[config.mk]
export PLATFORM = sky130hd
export DESIGN_NAME = product_accumulator
export DESIGN_NICKNAME = d
export VERILOG_FILES = /design/src/rtl/product_accumulator.sv
export SDC_FILE = /design/constraint.sdc
export NUM_CORES = 1
export LEC_CHECK = 0
export BUFFER_PORTS_ARGS = -buffer_cell sky130_fd_sc_hd__buf_2
export CORE_AREA = 5 5 135 99
export CTS_BUF_LIST = sky130_fd_sc_hd__clkbuf_2 sky130_fd_sc_hd__clkbuf_4 sky130_fd_sc_hd__clkbuf_8
export DETAILED_ROUTE_END_ITERATION = 10
export DIE_AREA = 0 0 140 104
export PLACE_DENSITY = 0.81
export REMOVE_ABC_BUFFERS = 1
export SETUP_SLACK_MARGIN = 0.05
export SYNTH_ARGS = -nofsm -noshare
export SYNTH_HDL_FRONTEND = slang
export SYNTH_SLANG_ARGS = --single-unit
[constraint.sdc]
create_clock -name clk -period 3.9 [get_ports clk]
set_input_delay 0.78 -clock clk [delete_from_list [all_inputs] [get_ports clk]]
set_output_delay 0.78 -clock clk [all_outputs]
set_load 0.005 [all_outputs]
[src/rtl/product_accumulator.sv]
// Sums a burst of up to MAX_TERMS unsigned products and holds the total on a valid/ready output.
// Optional build macro PRODUCT_ACCUMULATOR_SATURATE_EN clamps the sum at all ones instead of wrapping.
module product_accumulator #(
    parameter int PWIDTH    = 64,
    parameter int AWIDTH    = 72,
    parameter int MAX_TERMS = 16
) (
    input  logic                           clk,
    input  logic                           reset,
    input  logic                           in_valid,
    output logic                           in_ready,
    input  logic [PWIDTH-1:0]              product,
    input  logic                           in_last,
    output logic                           out_valid,
    input  logic                           out_ready,
    output logic [AWIDTH-1:0]              acc_out,
    output logic [$clog2(MAX_TERMS+1)-1:0] term_count,
    output logic                           overflow,
    output logic                           state_dbg
);
    localparam int CW = $clog2(MAX_TERMS + 1);

    // Handshake: a beat moves when in_valid && in_ready; the sum moves when out_valid && out_ready.
    typedef enum logic {ACCUM = 1'b0, HOLD = 1'b1} state_t;

    state_t            state, state_next;
    logic [AWIDTH:0]   sum;
    logic [AWIDTH-1:0] acc_next;
    logic [CW-1:0]     count_next;
    logic              ovf_next;

    always_ff @(posedge clk) begin
        if (reset) begin
            state      <= ACCUM;
            acc_out    <= '0;
            term_count <= '0;
            overflow   <= 1'b0;
        end else begin
            state      <= state_next;
            acc_out    <= acc_next;
            term_count <= count_next;
            overflow   <= ovf_next;
        end
    end

    always_comb begin
        state_next = state;
        in_ready   = 1'b0;
        out_valid  = 1'b0;
        sum        = '0;
        acc_next   = acc_out;
        count_next = term_count;
        ovf_next   = overflow;
        case (state)
            ACCUM: begin
                in_ready = 1'b1;
                // product only enters the datapath on an accepted beat
                if (in_valid) begin
                    sum        = {1'b0, acc_out} + (AWIDTH + 1)'(product);
                    count_next = term_count + 1'b1;
                    acc_next   = sum[AWIDTH-1:0];
                    if (sum[AWIDTH]) begin
                        ovf_next = 1'b1;
`ifdef PRODUCT_ACCUMULATOR_SATURATE_EN
                        acc_next = '1;
`else
                        acc_next = sum[AWIDTH-1:0];
`endif
                    end
                    if (in_last || count_next == CW'(MAX_TERMS)) begin
                        state_next = HOLD;
                    end
                end
            end
            HOLD: begin
                out_valid = 1'b1;
                if (out_ready) begin
                    acc_next   = '0;
                    count_next = '0;
                    ovf_next   = 1'b0;
                    state_next = ACCUM;
                end
            end
            default: state_next = ACCUM;
        endcase
    end

    assign state_dbg = (state == HOLD);

endmodule

==> metrics.txt, run 1 <==
final critical-path required period=3.52 ns; # nets final=1,144; antenna violations before repair=2; Min-Delay Path Class=reg -> reg; Remaining DRCs=0; clock root buffer=clkbuf_8; RePlAce Congestion=0.991; Total GRT Usage=0.259; most common cell in the synthesized netlist=nand2_1; Mapped Avg Cell Area=7.59 µm²; Syn Inst Count=874; fin cells=1,175; outcome=finished clean; Finish-stage setup viols=0; max-cap violations=0; relative slew slack=0.592; post-DR vias/cell=5.99; total core area=12,000 µm²; Crit. End Element=register; detailed-route via count=7,040; clk_skew=0.0131 ns; share of layout cells above drive strength 1=0.214; top cell types by occurrence after synthesis=nand2_1, nor2_1, a21oi_1; row count=34; htree depth=3; sequential-to-total area share from yosys stat=0.238; die area=14,600 µm²; Ports=150; hold path depth=2; FF+latch count, synth=79; synth top area cells=dfxtp_1, ha_1, a21o_1, a21oi_1, nand2_1; Syn-to-layout area delta=16.5%; ratio of final minimum period to clock period=0.902; Yosys top cell area share=0.238; CTS Buf Count=9; drt total wl=19,600 µm; Synth Cell Area=6630 µm²; Placed Cells=1,159; Post-synth EDFFs=0; drt wl/cell=16.6 µm; Overflow after GRT=0; Max Slew Vio Count=0; Yosys warning count=0; hold buffers post-CTS=0; Pleak=3.92 nW; clock buffer depth=2; CTS tree=built; Die Wd=140 µm; Reg clk slew, reported paths=0.09 ns; fillers=1,101; first-pass GRT wire length=32,000 µm; Worst-Skew Late Latency=0.37 ns; # port buffers=149; min-delay src=acc_out[39]; main flop type after synthesis=dfxtp_1; Hold Fails Final Rpt=0; setup TNS=0 ns; crit start category=primary input; Distinct cells, synth=64; DR pass1 iterations=5; DRT iter0 DRCs=599; dpl hpwl=15,300 µm; FF/Latch Area=1580 µm²; reg2reg path depth=12; reg2reg start=acc_out[0]; Starting Density=0.553; largest net degree at the start of global routing=35; largest fanout on the critical path=3; hold path endpoint=acc_out[39]; Worst Tran Pin Value=0.613 ns; Power Dens Cells=387 nW/µm²; Reg-to-Reg End=acc_out[46]; fmax=284 MHz; post-cts sizing count=0; Hold WS=0.477 ns; critical path class=in -> reg; Crit path required time=4.16 ns; Sink Count=79; FF-to-FF setup slack=0.55 ns; Post-DRT Antenna Nets=0; area of the multi-input gates=4780 µm²; Max IR drop VDD=0.256 mV; ys async rst share=0; Setup Fix Bufs, Post-CTS=0; RSZ-0062 raised after global routing=no; number of global-route vias before repair=6,347; CP arrival=3.78 ns; post-synth top area cell=dfxtp_1; die height=104 µm
report_power, final:
group	total [mW]	leakage [nW]	internal (mW)	switching, mW
Clock	0.568	0.0859	0.236	0.332
Sequential	0.984	0.648	0.903	0.0809
Combinational	1.44	3.18	0.618	0.825
Total	2.99	3.92	1.76	1.24
cell families after synthesis:
family / synth area share
flops: 0.238
mux: 0.00302
fa+ha+maj: 0.128
simple gates: 0.191
compound gates: 0.321
xor+xnor: 0.0766
buf+inv: 0.0419
final cells by class:
type,instances,area share
Sequential cell,79,0.205
Timing Repair Buffer,176,0.123
Antenna cell,1,0.000324
Tap cell,162,0.0262
Inverter,12,0.00583
Clock buffer,10,0.0170
Clock inverter,5,0.00453
Multi-Input combinational cell,730,0.619
flip-flops by register name, summed over array words and instances, names as in the netlist:
| register | cells |
|---|---|
| state_dbg | 1 |
| term_count | 5 |
| overflow | 1 |
| acc_out | 72 |
worst max-delay path: stages:
cell	delay (ns)
buf_2	0.10
ha_1	0.23
fa_1	0.44
a211oi_1	0.28
o21ai_2	0.13
o2111a_1	0.28
nor3_1	0.31
a2111oi_2	0.16
o21ai_0	0.39
o21ai_1	0.17
a21boi_0	0.23
xor2_1	0.17
o21ai_1	0.08
worst max path at each step:
stage / from / end / cells after the start / slack, ns
final: product[0] / acc_out[46] / 13 / 0.38
after global placement: product[0] / overflow / 14 / 0.16
after floorplan: product[0] / overflow / 12 / 0.43
after detailed placement: product[0] / acc_out[46] / 13 / 0.06
after global routing: product[0] / acc_out[60] / 13 / 0.24
after CTS: product[0] / acc_out[46] / 13 / 0.45
placed cells by master, fill, tap and decap left out, types with 28 or more instances in the layout:
master | Yosys | routed
a21o_1 | 56 | 56
a21oi_1 | 80 | 79
a22oi_1 | 30 | 30
buf_2 | 23 | 149
dfxtp_1 | 79 | 79
ha_1 | 66 | 66
nand2_1 | 102 | 102
nand4_1 | 28 | 28
nor2_1 | 86 | 85
o21ai_0 | 68 | 68
xnor2_1 | 31 | 31
per-stage QoR:
| stage | utilization | worst slack, ns | power, mW | instance area [µm²] |
|---|---|---|---|---|
| after floorplan | - | 0.433 | 1.97 | 6400 |
| after global placement | 0.630 | 0.159 | 2.39 | 7560 |
| after detailed placement | 0.630 | 0.0624 | 2.41 | 7560 |
| after CTS | 0.644 | 0.447 | 2.98 | 7730 |
| after global routing | 0.644 | 0.238 | 3.20 | 7730 |
| final | 0.644 | 0.382 | 2.99 | 7730 |
metal layers:
layer	GRT usage	wire length, µm	vias to the layer above
li1	-	-	3476
met1	0.399	9570	3195
met2	0.360	7760	337
met3	0.0653	1940	30
met4	0.0526	258	2
met5	0	18	-
Note: power is estimated with default switching activity, not from simulation.
==> run 2, diff against run 1 <==
- CORE_AREA: 5 5 135 99 -> 5 5 143 104
- DIE_AREA: 0 0 140 104 -> 0 0 148 109
- PLACE_DENSITY: 0.81 -> 0.77
- clock period: 3.9 -> 2.85 ns (I/O delays scaled with it)
==> run 2 against run 1 <==
Against the previous run:
- the run now ends with setup timing left
- sequential share of layout area decreased by 4.4 points
- largest power group unchanged
- setup slack lost 0.46 ns
- first-iteration DRC count increased by 56%
- power increased by 74%
- routed wire length grew 25%
- hold slack worse by 0.033 ns
==> metrics.txt, run 2 (synthesis results as in run 1) <==
sw power=2.03 mW; largest fanout on the critical path=5; DRT iter0 DRCs=935; hold buffers post-CTS=0; Max Slew Vio Count=0; total core area=13,500 µm²; max-cap violations=0; CP arrival=3.22 ns; Sink Count=79; setup TNS=-0.417 ns; Clock Power Share=0.196; first-pass GRT wire length=36,100 µm; Worst-Skew Late Latency=0.39 ns; Overflow after GRT=0; max reg flops=72; commonest non-fill, non-tap cell in the layout=buf_4; hold path depth=3; Hold WS=0.444 ns; Placed Cells=1,327; Total GRT Usage=0.274; Power Dens Cells=523 nW/µm²; die area=16,100 µm²; reg2reg path depth=12; reg2reg start=acc_out[20]; post-DR vias/cell=5.92; FF-to-FF setup slack=-0.08 ns; # nets final=1,316; outcome=finished, violations left; Crit path required time=3.14 ns; CTS Buf Count=9; # port buffers=149; hold path endpoint=state_dbg; Finish-stage setup viols=9; critical path class=reg -> reg; clock buffer depth=2; Max IR drop VDD=0.277 mV; drt wl/cell=18.0 µm; Starting Density=0.492; most frequent cells in the layout=buf_4, buf_2, nand2_1; Reg clk slew, reported paths=0.09 ns; clock root buffer=clkbuf_8; relative slew slack=0.590; fin util=0.738; DR pass1 iterations=7; drt total wl=24,400 µm; crit start category=register; fmax=341 MHz; Worst Tran Pin Value=0.614 ns; clk_skew=0.00916 ns; Hold Fails Final Rpt=0; Comb pwr share=0.541; Pint=3.17 mW; violated checks=setup timing; fillers=929; Crit. End Element=register; Sw Ratio=0.391; number of global-route vias before repair=7,238; RSZ-0062 raised after global routing=yes; sequential share of power=0.264; ratio of final minimum period to clock period=1.03; Reg with most FFs=acc_out; share of layout cells above drive strength 1=0.418; Remaining DRCs=0; Min-Delay Path Class=in -> reg; final critical-path required period=2.93 ns; CTS tree=built; die height=109 µm; detailed-route via count=8,040; fin cells=1,357; worst setup margin=-0.0785 ns; Die Wd=148 µm; antenna violations before repair=3; htree depth=3; Syn-to-layout area delta=49.9%; Pleak=4.90 nW; Reg-to-Reg End=acc_out[64]; dpl hpwl=17,000 µm; Largest regs=acc_out x72, term_count x5; Ports=150; Post-DRT Antenna Nets=0; row count=36; RePlAce Congestion=0.974; largest net degree at the start of global routing=35; min-delay src=in_valid
## run 2: cell count changes in the layout (fill, tap and decap cells not counted), sizes merged
| cell | before | now |
|---|---|---|
| buf | 176 | 347 |
| bufinv | 0 | 2 |
| clkbuf | 10 | 12 |
| clkinv | 3 | 1 |
| clkinvlp | 1 | 0 |
| o21ai | 75 | 76 |
## run 2: per-layer routing
layer | global-route usage | vias to the layer above | share of wire
met5 | 0 | - | 0.0010
met4 | 0.0666 | 4 | 0.025
met3 | 0.0594 | 84 | 0.090
met2 | 0.410 | 423 | 0.44
met1 | 0.401 | 3700 | 0.44
li1 | - | 3829 | -
## run 2: stage by stage
| stage | setup slack, ns | instance area [µm²] | power (mW) |
|---|---|---|---|
| floorplan | -0.407 | 6400 | 2.69 |
| global placement | -0.587 | 8760 | 3.71 |
| detailed placement | -0.676 | 8760 | 3.75 |
| CTS | -0.0110 | 9220 | 4.85 |
| global route | -0.148 | 9940 | 5.51 |
| finish | -0.0785 | 9940 | 5.20 |
## run 2: final cells by class
cell class | count | area (µm²) | share of cell area
clock buffer | 12 | 153 | 0.0154
multi-input combinational | 731 | 5570 | 0.560
timing repair buffer | 347 | 2280 | 0.229
sequential | 79 | 1600 | 0.161
tap | 171 | 214 | 0.0215
inverter | 12 | 45.0 | 0.00453
antenna | 1 | 2.50 | 0.000252
clock inverter | 4 | 77.6 | 0.00780
## run 2: how the worst max path moves through the flow
stage           startpoint          end  slack (ns)  cells past startpoint
2_1_floorplan   product[0]     overflow       -0.41                     12
3_3_place_gp    product[0]  acc_out[60]       -0.59                     13
3_5_place_dp    product[0]  acc_out[56]       -0.68                     13
4_1_cts         acc_out[0]  acc_out[64]       -0.01                     12
5_1_grt         acc_out[0]     overflow       -0.15                     13
6_report       acc_out[20]  acc_out[64]       -0.08                     12
## run 2: worst max-delay path, cell delays in order (launching register included)
cell	delay, ns
dfxtp_1	0.32
ha_1	0.32
and4_4	0.27
and2_4	0.16
o2111ai_1	0.11
a21o_1	0.22
a2111oi_4	0.38
o211a_1	0.27
o21ai_1	0.09
buf_4	0.17
o21ai_4	0.22
a21oi_1	0.10
a31o_2	0.22
## run 2: repair_timing
action | CTS | global route
cloned | 1 | 0
setup buffers | 4 | 9
hold endpoints to repair | 0 | 0
setup endpoints to repair | 34 | 46
gates resized for setup | 44 | 127
pin swaps | 31 | 47
## run 2: power by group through the flow
stage / Combinational [mW] / Clock [mW] / Sequential (mW)
5_1_grt: 3.04 / 1.07 / 1.39
4_1_cts: 2.48 / 1.03 / 1.34
3_3_place_gp: 2.35 / 0 / 1.36
6_report: 2.81 / 1.02 / 1.37
2_1_floorplan: 1.32 / 0 / 1.37
3_5_place_dp: 2.39 / 0 / 1.37
==> run 3, diff against run 2 <==
- ABC_AREA: unset -> 1
- CAP_MARGIN: unset -> 15
- CORE_AREA: 5 5 143 104 -> 5 5 161 117
- CTS_CLUSTER_SIZE: unset -> 20
- DIE_AREA: 0 0 148 109 -> 0 0 166 122
- PLACE_DENSITY: 0.77 -> 0.78
==> run 3 against run 2 <==
Against the previous run:
- maximum frequency rose by 20%
- synthesized cell count grew 93%
- critical endpoint is now acc_out[51]
- critical path type unchanged
- the run now ends clean
- largest power group unchanged
- first-iteration DRC count up 23%
==> metrics.txt, run 3 <==
clk_skew=0.0191 ns; Remaining DRCs=0; Ports=150; fin util=0.603; Max IR drop VDD=0.298 mV; sw power=2.10 mW; main flop type after synthesis=dfxtp_1; die area=20,300 µm²; Post-synth EDFFs=0; row count=41; # nets final=1,985; ys async rst share=0; Clock Power Share=0.248; fmax=408 MHz; drt wl/cell=17.0 µm; post-DR vias/cell=5.22; Finish-stage setup viols=0; FF-to-FF setup slack=0.40 ns; Yosys warning count=0; clock buffer depth=2; sequential-to-total area share from yosys stat=0.175; synth top area cells=nand2_1, dfxtp_1, inv_1, ha_1, a21oi_1; CTS tree=built; # port buffers=149; dpl hpwl=29,500 µm; ratio of final minimum period to clock period=0.859; worst setup margin=0.401 ns; post-synth top area cell=nand2_1; detailed-route via count=10.9k; RSZ-0062 raised after global routing=no; fillers=1,826; outcome=finished clean; commonest non-fill, non-tap cell in the layout=nand2_1; Post-DRT Antenna Nets=0; Max Slew Vio Count=0; first-pass GRT wire length=53,700 µm; DRT iter0 DRCs=1,152; Crit. End Element=register; max reg flops=72; setup slack at placement=0.143 ns; CTS Buf Count=9; crit start category=register; Min-Delay Path Class=in -> reg; hold buffers post-CTS=0; Reg with most FFs=acc_out; Total GRT Usage=0.343; Setup Fix Bufs, Post-CTS=0; Overflow after GRT=0; Starting Density=0.520; Worst Tran Pin Value=0.871 ns; Pint=2.55 mW; drt total wl=35,600 µm; Comb pwr share=0.468; share of layout cells above drive strength 1=0.160; Sw Ratio=0.451; relative slew slack=0.418; Power Dens Cells=443 nW/µm²; most frequent cells in the layout=nand2_1, inv_1, a21oi_1; number of global-route vias before repair=9,459; Die Wd=166 µm; final critical-path required period=2.45 ns; Mapped Avg Cell Area=5.37 µm²; Crit path required time=3.16 ns; antenna cells=0; top cell types by occurrence after synthesis=nand2_1, inv_1, a21oi_1; post-cts sizing count=0; Synth Cell Area=9050 µm²; FF+latch count, synth=79; Distinct cells, synth=39; Syn-to-layout area delta=15.8%; Largest regs=acc_out x72, term_count x5; largest fanout on the critical path=5; Pwr Total=4.64 mW; Sink Count=79; Reg clk slew, reported paths=0.10 ns; antenna violations before repair=0; die height=122 µm; fin cells=2,090; Yosys top cell area share=0.273; DR pass1 iterations=6; Syn Inst Count=1,686; sequential share of power=0.284; total core area=17,400 µm²; Placed Cells=2,074; max-cap violations=0; Pleak=6.07 nW; CP arrival=2.76 ns; largest net degree at the start of global routing=55; critical path class=reg -> reg; Hold Fails Final Rpt=0; Worst-Skew Late Latency=0.39 ns; RePlAce Congestion=1.08; most common cell in the synthesized netlist=nand2_1; htree depth=3; clock root buffer=clkbuf_8
## run 3: worst paths after layout
check,from,end,depth (start not counted)
hold reg to reg,overflow,overflow,2
hold / removal,in_valid,state_dbg,3
setup reg to reg,acc_out[6],acc_out[51],12
setup / recovery,acc_out[6],acc_out[51],12
## run 3: kinds of logic after synthesis
group           synth area share
fa+ha+maj                 0.0935
buf+inv                    0.148
compound gates             0.126
flops                      0.175
xor+xnor                 0.00387
simple gates               0.453
## run 3: per-stage QoR
| stage | TNS, ns | area [µm²] | hold WS, ns |
|---|---|---|---|
| finish | 0 | 10500 | 0.449 |
| global route | 0 | 10500 | 0.437 |
| CTS | 0 | 10500 | 0.433 |
| detailed placement | 0 | 10200 | 0.461 |
| global placement | 0 | 10200 | 0.453 |
| floorplan | -28.80 | 8940 | 0.460 |
## run 3: power groups by stage
stage	Combinational [mW]	Sequential (mW)	Clock (mW)
after floorplan	1.30	1.32	0
after global placement	2.08	1.33	0
after detailed placement	2.09	1.34	0
after CTS	2.10	1.31	1.16
after global routing	2.38	1.33	1.20
final	2.17	1.32	1.15
## run 3: critical path, stage by stage (launching register included)
cell     delay [ns]
dfxtp_1        0.36
ha_1           0.41
nand2_1        0.19
nor2_2         0.16
buf_4          0.15
nand2_1        0.06
nor2_1         0.09
nand2_1        0.08
nand3_2        0.20
nand3_1        0.27
nand3_1        0.16
nand3_1        0.10
a21oi_1        0.15
## run 3: final cells by class
class                   instances  area, µm²  share of cell area
clock buffers                  10        138              0.0131
clock inverters                 6        116              0.0111
inverters                     329       1230               0.118
multi-input cells            1254       6130               0.585
flip-flops and latches         79       1580               0.151
well taps                     236        295              0.0282
repair buffers                176        986              0.0941
## run 3: metal layers
layer	part of all wire	track usage	up-vias
li1	-	-	5501
met4	0.010	0.0484	0
met2	0.36	0.445	577
met3	0.16	0.161	30
met5	0	0	-
met1	0.47	0.515	4812
